[src/rtl/recompute_mapper.sv]
// recompute_mapper
//   Steers redundant-unit (RU) results onto systolic columns according to a
//   small mapping table. Requests are handled by a three-state FSM: IDLE
//   accepts a request, COMMIT validates it and updates the table, and SETTLE
//   waits while the RU delay line refills for the new mapping.
//
// Parameters
//   COLS       number of systolic columns (>= 2)
//   WORD_SIZE  data word width
//   NUM_RU     number of redundant units
//   RU_SKEW    cycles by which RU results lead systolic results (0..7)
//
// Ports
//   clk, rst            clock, synchronous active-high reset
//   map_valid/ready     request handshake
//   map_ru_idx          RU being remapped
//   map_col             target column
//   map_en              1 = enable RU on map_col, 0 = release RU
//   map_err             one-cycle pulse when a request is rejected
//   systolic_bottom_in  column results, column c at [c*WORD_SIZE +: WORD_SIZE]
//   ru_bottom_in        RU results, RU i at [i*WORD_SIZE +: WORD_SIZE]
//   bottom_out          registered repaired column results
//   out_valid           bottom_out was produced from a settled mapping
//
// Optional feature (macro RU_MAP_STATUS_EN)
//   col_remapped        per-column "served by an RU" flags, aligned with bottom_out
//   commit_count        saturating count of accepted requests
module recompute_mapper #(
  parameter int COLS      = 4,
  parameter int WORD_SIZE = 16,
  parameter int NUM_RU    = 4,
  parameter int RU_SKEW   = 2,
  localparam int NUM_BITS_COLS = $clog2(COLS),
  localparam int RU_IDX_W      = (NUM_RU > 1) ? $clog2(NUM_RU) : 1
) (
  input  logic                          clk,
  input  logic                          rst,
  input  logic                          map_valid,
  output logic                          map_ready,
  input  logic [RU_IDX_W-1:0]           map_ru_idx,
  input  logic [NUM_BITS_COLS-1:0]      map_col,
  input  logic                          map_en,
  output logic                          map_err,
  input  logic [COLS*WORD_SIZE-1:0]     systolic_bottom_in,
  input  logic [NUM_RU*WORD_SIZE-1:0]   ru_bottom_in,
  output logic [COLS*WORD_SIZE-1:0]     bottom_out,
  output logic                          out_valid
`ifdef RU_MAP_STATUS_EN
  ,
  output logic [COLS-1:0]               col_remapped,
  output logic [15:0]                   commit_count
`endif
);

  typedef enum logic [1:0] {S_IDLE, S_COMMIT, S_SETTLE} state_t;

  state_t                       state, state_nx;
  logic [2:0]                   cnt;
  logic                         tbl_en  [NUM_RU];
  logic [NUM_BITS_COLS-1:0]     tbl_col [NUM_RU];
  logic [RU_IDX_W-1:0]          h_idx;
  logic [NUM_BITS_COLS-1:0]     h_col;
  logic                         h_en;
  logic                         conflict, reject, accept;
  int unsigned                  idx_val, col_val;
  logic [NUM_RU*WORD_SIZE-1:0]  ru_d;
  logic [COLS*WORD_SIZE-1:0]    mux_out;
  logic [COLS-1:0]              hit;

  // Request validation against the current table
  always_comb begin
    conflict = 1'b0;
    for (int unsigned i = 0; i < NUM_RU; i++) begin
      if (tbl_en[i] && (tbl_col[i] == h_col) && (RU_IDX_W'(i) != h_idx))
        conflict = 1'b1;
    end
    idx_val = 32'(h_idx);
    col_val = 32'(h_col);
    // Releases only fail on a bad RU index
    reject = (idx_val >= NUM_RU) || (h_en && ((col_val >= COLS) || conflict));
  end

  always_comb begin
    state_nx = state;
    map_err  = 1'b0;
    accept   = 1'b0;
    case (state)
      S_IDLE:   if (map_valid && map_ready) state_nx = S_COMMIT;
      S_COMMIT: begin
        if (reject) begin
          map_err  = 1'b1;
          state_nx = S_IDLE;
        end else begin
          accept   = 1'b1;
          state_nx = S_SETTLE;
        end
      end
      S_SETTLE: if (cnt == 3'd0) state_nx = S_IDLE;
      default:  state_nx = S_IDLE;
    endcase
  end

  // map_ready/out_valid are registered from the next state so they are
  // already correct in the first cycle of each state and low out of reset.
  always_ff @(posedge clk) begin
    if (rst) begin
      state     <= S_IDLE;
      cnt       <= 3'd0;
      map_ready <= 1'b0;
      out_valid <= 1'b0;
      h_idx     <= '0;
      h_col     <= '0;
      h_en      <= 1'b0;
      for (int unsigned i = 0; i < NUM_RU; i++) begin
        tbl_en[i]  <= 1'b0;
        tbl_col[i] <= '0;
      end
    end else begin
      state     <= state_nx;
      map_ready <= (state_nx == S_IDLE);
      out_valid <= (state_nx != S_SETTLE);
      if (state == S_IDLE && map_valid && map_ready) begin
        h_idx <= map_ru_idx;
        h_col <= map_col;
        h_en  <= map_en;
      end
      if (accept) begin
        cnt <= 3'(RU_SKEW);
        for (int unsigned i = 0; i < NUM_RU; i++) begin
          if (RU_IDX_W'(i) == h_idx) begin
            tbl_en[i] <= h_en;
            if (h_en) tbl_col[i] <= h_col;
          end
        end
      end else if (state == S_SETTLE && cnt != 3'd0) begin
        cnt <= cnt - 3'd1;
      end
    end
  end

  generate
    if (RU_SKEW == 0) begin : g_nodly
      assign ru_d = ru_bottom_in;
    end else begin : g_dly
      logic [NUM_RU*WORD_SIZE-1:0] pipe [RU_SKEW];
      always_ff @(posedge clk) begin
        if (rst) begin
          for (int unsigned k = 0; k < RU_SKEW; k++) pipe[k] <= '0;
        end else begin
          pipe[0] <= ru_bottom_in;
          for (int unsigned k = 1; k < RU_SKEW; k++) pipe[k] <= pipe[k-1];
        end
      end
      assign ru_d = pipe[RU_SKEW-1];
    end
  endgenerate

  // Column steering; the lowest-indexed enabled RU claiming a column wins
  always_comb begin
    mux_out = systolic_bottom_in;
    hit     = '0;
    for (int unsigned c = 0; c < COLS; c++) begin
      for (int unsigned i = 0; i < NUM_RU; i++) begin
        if (!hit[c] && tbl_en[i] && (tbl_col[i] == NUM_BITS_COLS'(c))) begin
          hit[c] = 1'b1;
          mux_out[c*WORD_SIZE +: WORD_SIZE] = ru_d[i*WORD_SIZE +: WORD_SIZE];
        end
      end
    end
  end

  always_ff @(posedge clk) begin
    if (rst) bottom_out <= '0;
    else     bottom_out <= mux_out;
  end

`ifdef RU_MAP_STATUS_EN
  always_ff @(posedge clk) begin
    if (rst) begin
      col_remapped <= '0;
      commit_count <= '0;
    end else begin
      col_remapped <= hit;
      if (accept && commit_count != 16'hFFFF) commit_count <= commit_count + 16'd1;
    end
  end
`endif

endmodule

[config.mk]
export PLATFORM = sky130hd
export DESIGN_NAME = recompute_mapper
export DESIGN_NICKNAME = d
export VERILOG_FILES = /design/src/rtl/recompute_mapper.sv
export SDC_FILE = /design/constraint.sdc
export NUM_CORES = 1
export LEC_CHECK = 0
export CAP_MARGIN = 25
export CORE_MARGIN = 2
export CORE_UTILIZATION = 53
export DETAILED_ROUTE_END_ITERATION = 7
export PLACE_DENSITY = 0.85
export SYNTH_ARGS = -nofsm -noshare
export SYNTH_HDL_FRONTEND = slang
export SYNTH_SLANG_ARGS = --single-unit
[constraint.sdc]
create_clock -name clk -period 4.55 [get_ports clk]
set_clock_uncertainty 0.05 [all_clocks]
set_input_delay 1.365 -clock clk [delete_from_list [all_inputs] [get_ports clk]]
set_output_delay 1.365 -clock clk [all_outputs]
set_load 0.02 [all_outputs]
==> results.json, run 1 <==
{
  "outcome": "complete, no violations",
  "min_to": "g_dly.pipe[0][90]$_SDFF_PP0_",
  "synth-edff-count": 12,
  "yosysSeqAreaShare": 0.531,
  "hpwlAfterDp_um": 18000,
  "finalHoldViolations": 0,
  "diodes": 0,
  "avgSynthCellArea_um2": 9.86,
  "initial_core_util": 0.547,
  "crit_family": "buffers and inverters",
  "crit_path_end_kind": "output port",
  "nets": 1161,
  "finalMaxSlewViolations": 0,
  "cts_tree": "built",
  "cp_slowest_cell": "clkdlybuf4s50_1",
  "min_period_ns": 4.17,
  "wl_per_cell_um": 19.8,
  "cts.reportedPaths.clkPinSlew_ns": 0.06,
  "cp_data_arrival_time_ns": 2.75,
  "setup_viol": 0,
  "maxCapViolations": 0,
  "path_max_fanout": 9,
  "synth_cells": 849,
  "clock_latency_ns": 0.49,
  "fp.dieArea_um2": 16800,
  "ir_drop_mv": 0.249,
  "leakagePower_nw": 4.19,
  "firstDrtPassIters": 6,
  "rr_startpoint": "tbl_col[1][1]$_SDFFCE_PN0P_",
  "core_um2": 15300,
  "ys_ff_latch": 216,
  "worst_path_largest_cell_delay_ns": 0.61,
  "grtUsageTotal": 0.291,
  "drtIter0Drc": 957,
  "worstPathCellList": "xor2_1, o32ai_2, nor2_1, mux2_2, nor2_1, clkdlybuf4s50_1",
  "timing.critical_path.mode_cell": "nor2_1",
  "async_flop_share": 0,
  "drive_above_1_share": 0.0667,
  "ant_nets": 0,
  "clock.fmax_mhz": 240,
  "drc": 0,
  "die_h_um": 130,
  "setup_tns_ns": 0,
  "overflow": 0,
  "cts_inserted_buffers": 21,
  "power.density_nw_per_um2": 392,
  "grt_pass1_vias": 6780,
  "required_ns": 3.13,
  "cts_sinks": 216,
  "place_congestion": 0.919,
  "cts_setup_buffers": 0,
  "min_period_over_period": 0.916,
  "synth_top_flop_cell": "dfxtp_1",
  "area_growth_pct": 33.5,
  "vias": 7282,
  "syn_nets": 987,
  "netlist_area_um2": 8370,
  "vias_per_cell": 5.84,
  "worstMarginPinSlew_ns": 1.07,
  "num_rows": 45,
  "placed_cells": 1210,
  "r2r.worst_path.cells": 4,
  "crit_buf_inv": 1,
  "cts_resized": 0,
  "antenna_found_initial": 0,
  "crit_type": "reg2out",
  "grt_setup_unrepaired": "false",
  "hp-start": "g_dly.pipe[0][26]$_SDFF_PP0_",
  "drt-total-wl_um": 24700,
  "portBuffers": 202,
  "relSlewSlack": 0.287,
  "grt_pass1_wl_um": 37800,
  "num-fill-cells": 1124,
  "ys_warn_count": 0,
  "regToRegSetupSlack_ns": 1.75,
  "grt_max_degree": 81,
  "hold_depth": 1,
  "die_w_um": 130,
  "io_pins": 203,
  "htreeDepth": 1,
  "r2r-end": "bottom_out[53]$_SDFF_PP0_",
  "hp-class": "reg2reg",
  "clock_path_buffers": 3,
  "cts.hold.buffers_added": 0,
  "start_kind": "flip-flop",
  "cts_root_buf": "clkbuf_16",
  "synth_cell_types": 56,
  "stdcell_count": 1246
}
-- worst max-delay path by stage --
stage / start / to / slack [ns] / cells after the start
global route: h_idx[0]$_SDFFE_PP0P_ / map_err / 0.26 / 7
detailed placement: h_col[1]$_SDFFE_PP0P_ / map_err / 0.90 / 6
floorplan: tbl_col[1][1]$_SDFFCE_PN0P_ / map_err / 1.49 / 6
CTS: h_col[1]$_SDFFE_PP0P_ / map_err / 0.39 / 6
finish: h_col[1]$_SDFFE_PP0P_ / map_err / 0.38 / 6
global placement: h_col[1]$_SDFFE_PP0P_ / map_err / 0.89 / 6
-- state kept, by name, summed over array words and instances (netlist names) --
register and count:
g_dly.pipe 128, bottom_out 64, tbl_col 8, tbl_en 4, cnt 3, h_col 2
h_idx 2, state 2, h_en 1, map_ready 1, out_valid 1
-- report_power, final --
group	internal, mW	switching (mW)	leakage (nW)	total [mW]
Combinational	0.274	0.235	2.02	0.509
Clock	1.11	0.680	0.356	1.79
Sequential	2.01	0.0722	1.81	2.08
-- routing by layer --
layer  up-vias  wire [µm]  track usage
met1      3337      10300        0.419
met4         0        767        0.104
li1       3353          -            -
met3        69       3060       0.0756
met5         -          0            0
met2       523      10600        0.424
-- cell type report --
class	count	area, µm²	area share
clock inverters	3	68.8	0.00616
flip-flops and latches	216	4440	0.398
repair buffers	211	2110	0.189
multi-input cells	569	3610	0.323
inverters	4	15.0	0.00134
well taps	211	264	0.0236
clock buffers	32	659	0.0590
-- Yosys cell counts, drive strengths merged (2+ instances only) --
cell / number / area share
nor3b: 6 / 0.010
a31o: 3 / 0.0031
inv: 4 / 0.0018
o22ai: 17 / 0.013
xnor2: 4 / 0.0042
nor3: 15 / 0.013
o221ai: 16 / 0.017
buf: 20 / 0.018
clkbuf: 40 / 0.018
a221oi: 17 / 0.023
o211ai: 17 / 0.015
nand2: 65 / 0.029
or2: 2 / 0.0015
nor2: 64 / 0.029
nor2b: 136 / 0.10
mux2i: 22 / 0.026
a22oi: 32 / 0.029
ha: 2 / 0.0030
a221o: 16 / 0.019
dfxtp: 204 / 0.49
nand3: 9 / 0.0054
edfxtp: 12 / 0.043
and2: 3 / 0.0022
a21o: 4 / 0.0045
nand2b: 3 / 0.0022
a21oi: 49 / 0.029
o21ai: 50 / 0.030
nor4: 2 / 0.0022
xor2: 2 / 0.0021
-- stage by stage --
step	hold WS, ns	total power [mW]	setup WS [ns]	util	area (µm²)
finish	0.383	4.38	0.382	0.730	11200
global placement	0.368	2.61	0.892	0.681	10400
detailed placement	0.370	2.62	0.900	0.681	10400
floorplan	0.364	2.35	1.49	-	8370
global route	0.400	4.52	0.255	0.730	11200
CTS	0.384	4.39	0.392	0.729	11200
-- placed cells by master (no fill, tap or decap), drive strengths merged, types with 12 or more instances in the layout --
cell,n
o211ai,17
nor2b,136
clkbuf,32
a221oi,17
nor2,64
nor3,15
a21oi,49
o221ai,16
clkdlybuf4s50,201
a221o,16
nand2,65
mux2i,22
dfxtp,204
edfxtp,12
o21ai,50
a22oi,32
o22ai,17
-- worst reg2reg max path, delay by kind of cell, from the launching register on --
kind | cells | cell delay [ns]
AND/OR/NAND/NOR | 2 | 1.51
AO/OA/AOI/OAI | 2 | 0.62
flip-flops | 1 | 0.49
-- logic make-up after synthesis --
logic type	share of synthesized area
fa+ha+maj	0.00299
xor+xnor	0.00628
flops	0.531
buf+inv	0.0380
compound gates	0.192
mux	0.0276
simple gates	0.202
Note: power is estimated with default switching activity, not from simulation.
==> run 2: changes to the inputs <==
PLACE_DENSITY = unset   (was 0.85)
PLACE_DENSITY_LB_ADDON = 0.15   (was unset)
==> results.json, run 2 (same netlist as run 1, synthesis figures left out) <==
{
  "die_h_um": 130,
  "r2r.worst_path.cells": 4,
  "start_kind": "flip-flop",
  "num_rows": 45,
  "hp-start": "g_dly.pipe[0][11]$_SDFF_PP0_",
  "overflow": 0,
  "grt_max_degree": 99,
  "min_period_ns": 4.23,
  "fp.dieArea_um2": 16800,
  "cp_data_arrival_time_ns": 2.81,
  "vias": 7045,
  "top_register": "g_dly.pipe",
  "finalHoldViolations": 0,
  "cts_tree": "built",
  "min_to": "g_dly.pipe[0][75]$_SDFF_PP0_",
  "diodes": 0,
  "initial_core_util": 0.547,
  "power.density_nw_per_um2": 387,
  "placed_cells": 1208,
  "cts_inserted_buffers": 22,
  "hp-class": "reg2reg",
  "core_um2": 15300,
  "reg_top3": "g_dly.pipe (128), bottom_out (64), tbl_col (8)",
  "regToRegSetupSlack_ns": 1.70,
  "hpwlAfterDp_um": 17800,
  "cp-startpoint": "h_idx[0]$_SDFFE_PP0P_",
  "die_w_um": 130,
  "place_congestion": 0.928,
  "nets": 1161,
  "multi_input_area_um2": 3610,
  "crit_type": "reg2out",
  "cts_setup_buffers": 0,
  "clock_path_buffers": 3,
  "hold_depth": 1,
  "cts_resized": 0,
  "grtUsageTotal": 0.283,
  "setup_viol": 0,
  "drt-total-wl_um": 24700,
  "area_growth_pct": 33.3,
  "drive_above_1_share": 0.0685,
  "min_period_over_period": 0.929,
  "setup_tns_ns": 0,
  "antenna_found_initial": 0,
  "htreeDepth": 1,
  "clock_latency_ns": 0.51,
  "grt_pass1_vias": 6380,
  "rr_startpoint": "tbl_col[1][1]$_SDFFCE_PN0P_",
  "portBuffers": 202,
  "stdcell_count": 1247,
  "largest_reg_flops": 128,
  "clock.fmax_mhz": 237,
  "drc": 0,
  "seq_area_um2": 4440,
  "finalMaxSlewViolations": 0,
  "firstDrtPassIters": 5,
  "cts_sinks": 216,
  "path_max_fanout": 11,
  "cts.reportedPaths.clkPinSlew_ns": 0.06,
  "cts.hold.buffers_added": 0,
  "cts_root_buf": "clkbuf_16",
  "final_common_cell": "dfxtp_1",
  "ir_drop_mv": 0.298,
  "leakagePower_nw": 4.18,
  "outcome": "complete, no violations",
  "worstMarginPinSlew_ns": 1.08,
  "required_ns": 3.13,
  "crit_path_end_kind": "output port",
  "final_cell_mix": "dfxtp_1 (204), clkdlybuf4s50_1 (201), nor2b_1 (136), nand2_1 (65), nor2_1 (62)",
  "grt_pass1_wl_um": 36000,
  "r2r-end": "bottom_out[53]$_SDFF_PP0_",
  "relSlewSlack": 0.275,
  "io_pins": 203,
  "wl_per_cell_um": 19.8,
  "grt_setup_unrepaired": "false",
  "drtIter0Drc": 1003,
  "maxCapViolations": 0,
  "num-fill-cells": 1170,
  "fin_util": 0.729,
  "vias_per_cell": 5.65,
  "ant_nets": 0
}
[run 2: worst max path at each step]
stage,depth (start not counted),endpoint,slack [ns]
final,7,map_err,0.32
after global routing,7,map_err,0.14
after CTS,7,map_err,0.34
after detailed placement,7,map_err,0.88
after global placement,7,map_err,0.91
after floorplan,6,map_err,1.49
[run 2: worst max-delay path: stages, from the launching register on]
cell and delay, ns:
dfxtp_1 0.53, nor2b_1 0.41, nor2_1 0.08, a32oi_1 0.21, o211a_1 0.25, mux2_2 0.24
nor2_1 0.06, clkdlybuf4s50_1 0.53
[run 2: power breakdown]
group,internal (mW),switching [mW],total (mW)
Sequential,2.01,0.0710,2.08
Combinational,0.274,0.234,0.508
Clock,1.01,0.722,1.73
[run 2: area by class of cell]
type                    instances  area share
clock buffers                  31      0.0588
clock inverters                 6     0.00549
inverters                       4     0.00135
multi-input cells             569       0.324
flip-flops and latches        216       0.398
well taps                     211      0.0237
repair buffers                210       0.189
[run 2: per-layer routing]
| metal | GRT usage | wire length (µm) | up-vias |
|---|---|---|---|
| met3 | 0.0723 | 2820 | 53 |
| met5 | 0 | 0 | - |
| met4 | 0.0759 | 642 | 0 |
| li1 | - | - | 3345 |
| met1 | 0.434 | 11200 | 3196 |
| met2 | 0.396 | 10000 | 451 |
[run 2: per-stage QoR]
step                      instance area, µm²  power [mW]  hold WS [ns]  setup WS [ns]
final                                  11200        4.32         0.382          0.322
after global routing                   11200        4.46         0.402          0.137
after detailed placement               10400        2.62         0.370          0.885
after global placement                 10400        2.61         0.368          0.913
after floorplan                         8370        2.35         0.364           1.49
after CTS                              11100        4.34         0.382          0.339
==> run 3: changes to the inputs <==
GPL_TIMING_DRIVEN = 0   (was unset)
==> results.json, run 3 (same netlist as run 1, synthesis figures left out) <==
{
  "required_ns": 3.13,
  "die_h_um": 130,
  "htreeDepth": 1,
  "power.total_mw": 4.22,
  "cp_data_arrival_time_ns": 2.82,
  "clock_latency_ns": 0.50,
  "hpwlAfterDp_um": 19500,
  "wl_per_cell_um": 19.5,
  "num-fill-cells": 1135,
  "power.density_nw_per_um2": 374,
  "cts_inserted_buffers": 21,
  "drtIter0Drc": 1001,
  "final_common_cell": "dfxtp_1",
  "drt-total-wl_um": 25300,
  "place_ws_ns": 0.883,
  "diodes": 0,
  "antenna_found_initial": 1,
  "path_max_fanout": 6,
  "clock_path_buffers": 3,
  "cts_tree": "built",
  "drc": 0,
  "setup_tns_ns": 0,
  "worstMarginPinSlew_ns": 0.775,
  "place_congestion": 1.01,
  "min_period_over_period": 0.931,
  "ant_nets": 0,
  "finalHoldViolations": 0,
  "fin_ws_ns": 0.312,
  "hp-class": "reg2reg",
  "initial_core_util": 0.547,
  "ir_drop_mv": 0.240,
  "portBuffers": 201,
  "cts.hold.buffers_added": 0,
  "firstDrtPassIters": 5,
  "clock.fmax_mhz": 236,
  "core_um2": 15300,
  "setup_viol": 0,
  "outcome": "complete, no violations",
  "overflow": 0,
  "vias_per_cell": 5.68,
  "grt_pass1_vias": 6782,
  "grt_setup_unrepaired": "false",
  "grtUsageTotal": 0.295,
  "place_area_um2": 10600,
  "start_kind": "flip-flop",
  "min_period_ns": 4.24,
  "crit_type": "reg2out",
  "largest_reg_flops": 128,
  "vias": 7365,
  "leakagePower_nw": 4.25,
  "grt_max_degree": 15,
  "top_register": "g_dly.pipe",
  "grt_pass1_wl_um": 37900,
  "relSlewSlack": 0.481,
  "final_cell_mix": "dfxtp_1 (204), clkdlybuf4s50_1 (201), nor2b_1 (136), nand2_1 (65), nor2_1 (63)",
  "cts_sinks": 216,
  "fp.dieArea_um2": 16800,
  "seq_area_um2": 4440,
  "io_pins": 203,
  "crit_path_end_kind": "output port",
  "regToRegSetupSlack_ns": 2.16,
  "multi_input_area_um2": 3610,
  "cts_setup_buffers": 0,
  "cts_resized": 0,
  "area_growth_pct": 34.9,
  "drive_above_1_share": 0.0718,
  "reg_top3": "g_dly.pipe (128), bottom_out (64), tbl_col (8)",
  "die_w_um": 130,
  "nets": 1211,
  "maxCapViolations": 0,
  "fin_area_um2": 11300,
  "cts_root_buf": "clkbuf_16",
  "num_rows": 45,
  "finalMaxSlewViolations": 0,
  "cts.reportedPaths.clkPinSlew_ns": 0.06
}
==> run 3: cell count changes in the layout (fill, tap and decap cells not counted), moves of 2 or more <==
cell,before,now
buf_1,0,3
buf_2,0,7
buf_4,5,2
buf_6,2,8
clkbuf_1,3,42
clkbuf_16,23,21
==> run 3: worst max-delay path, stage by stage, from the launching register on <==
cell and delay (ns):
edfxtp_1 0.38, buf_6 0.15, xor2_1 0.16, o32ai_2 0.44, nor2_1 0.14, mux2_2 0.36
nor2_1 0.12, clkdlybuf4s50_1 0.60
==> run 3: cell type report <==
| type | instances | share of cell area |
|---|---|---|
| flip-flops and latches | 216 | 0.393 |
| plain buffers | 60 | 0.0268 |
| clock buffers | 29 | 0.0536 |
| repair buffers | 201 | 0.178 |
| well taps | 211 | 0.0234 |
| multi-input cells | 569 | 0.320 |
| inverters | 4 | 0.00133 |
| clock inverters | 7 | 0.00388 |
==> run 3: metrics by stage <==
| stage | hold WS, ns | util | cells |
|---|---|---|---|
| 3_3_place_gp | 0.371 | 0.695 | 1261 |
| 6_report | 0.384 | 0.738 | 1297 |
| 2_1_floorplan | 0.364 | - | 849 |
| 5_1_grt | 0.396 | 0.738 | 1297 |
| 3_5_place_dp | 0.370 | 0.695 | 1261 |
| 4_1_cts | 0.386 | 0.738 | 1297 |
==> run 3: metal layers <==
layer  vias to the layer above  share of wire  global-route usage
met4                         2          0.021              0.0708
li1                       3454              -                   -
met3                        46           0.13              0.0735
met2                       512           0.43               0.446
met5                         -        0.00051                   0
met1                      3351           0.42               0.427
==> run 3: worst paths after layout <==
path,startpoint,endpoint,depth (start not counted)
max,tbl_col[1][1]$_SDFFCE_PN0P_,map_err,7
min,g_dly.pipe[0][9]$_SDFF_PP0_,g_dly.pipe[0][73]$_SDFF_PP0_,1
max reg2reg,tbl_col[0][0]$_SDFFCE_PN0P_,bottom_out[4]$_SDFF_PP0_,6
min reg2reg,g_dly.pipe[0][9]$_SDFF_PP0_,g_dly.pipe[0][73]$_SDFF_PP0_,1
==> run 3: where the power goes <==
| part | total, mW | leakage (nW) | internal (mW) | switching (mW) |
|---|---|---|---|---|
| Clock | 1.62 | 0.327 | 0.931 | 0.686 |
| Combinational | 0.533 | 2.11 | 0.281 | 0.252 |
| Sequential | 2.07 | 1.81 | 2.01 | 0.0649 |
| Total | 4.22 | 4.25 | 3.22 | 1.00 |
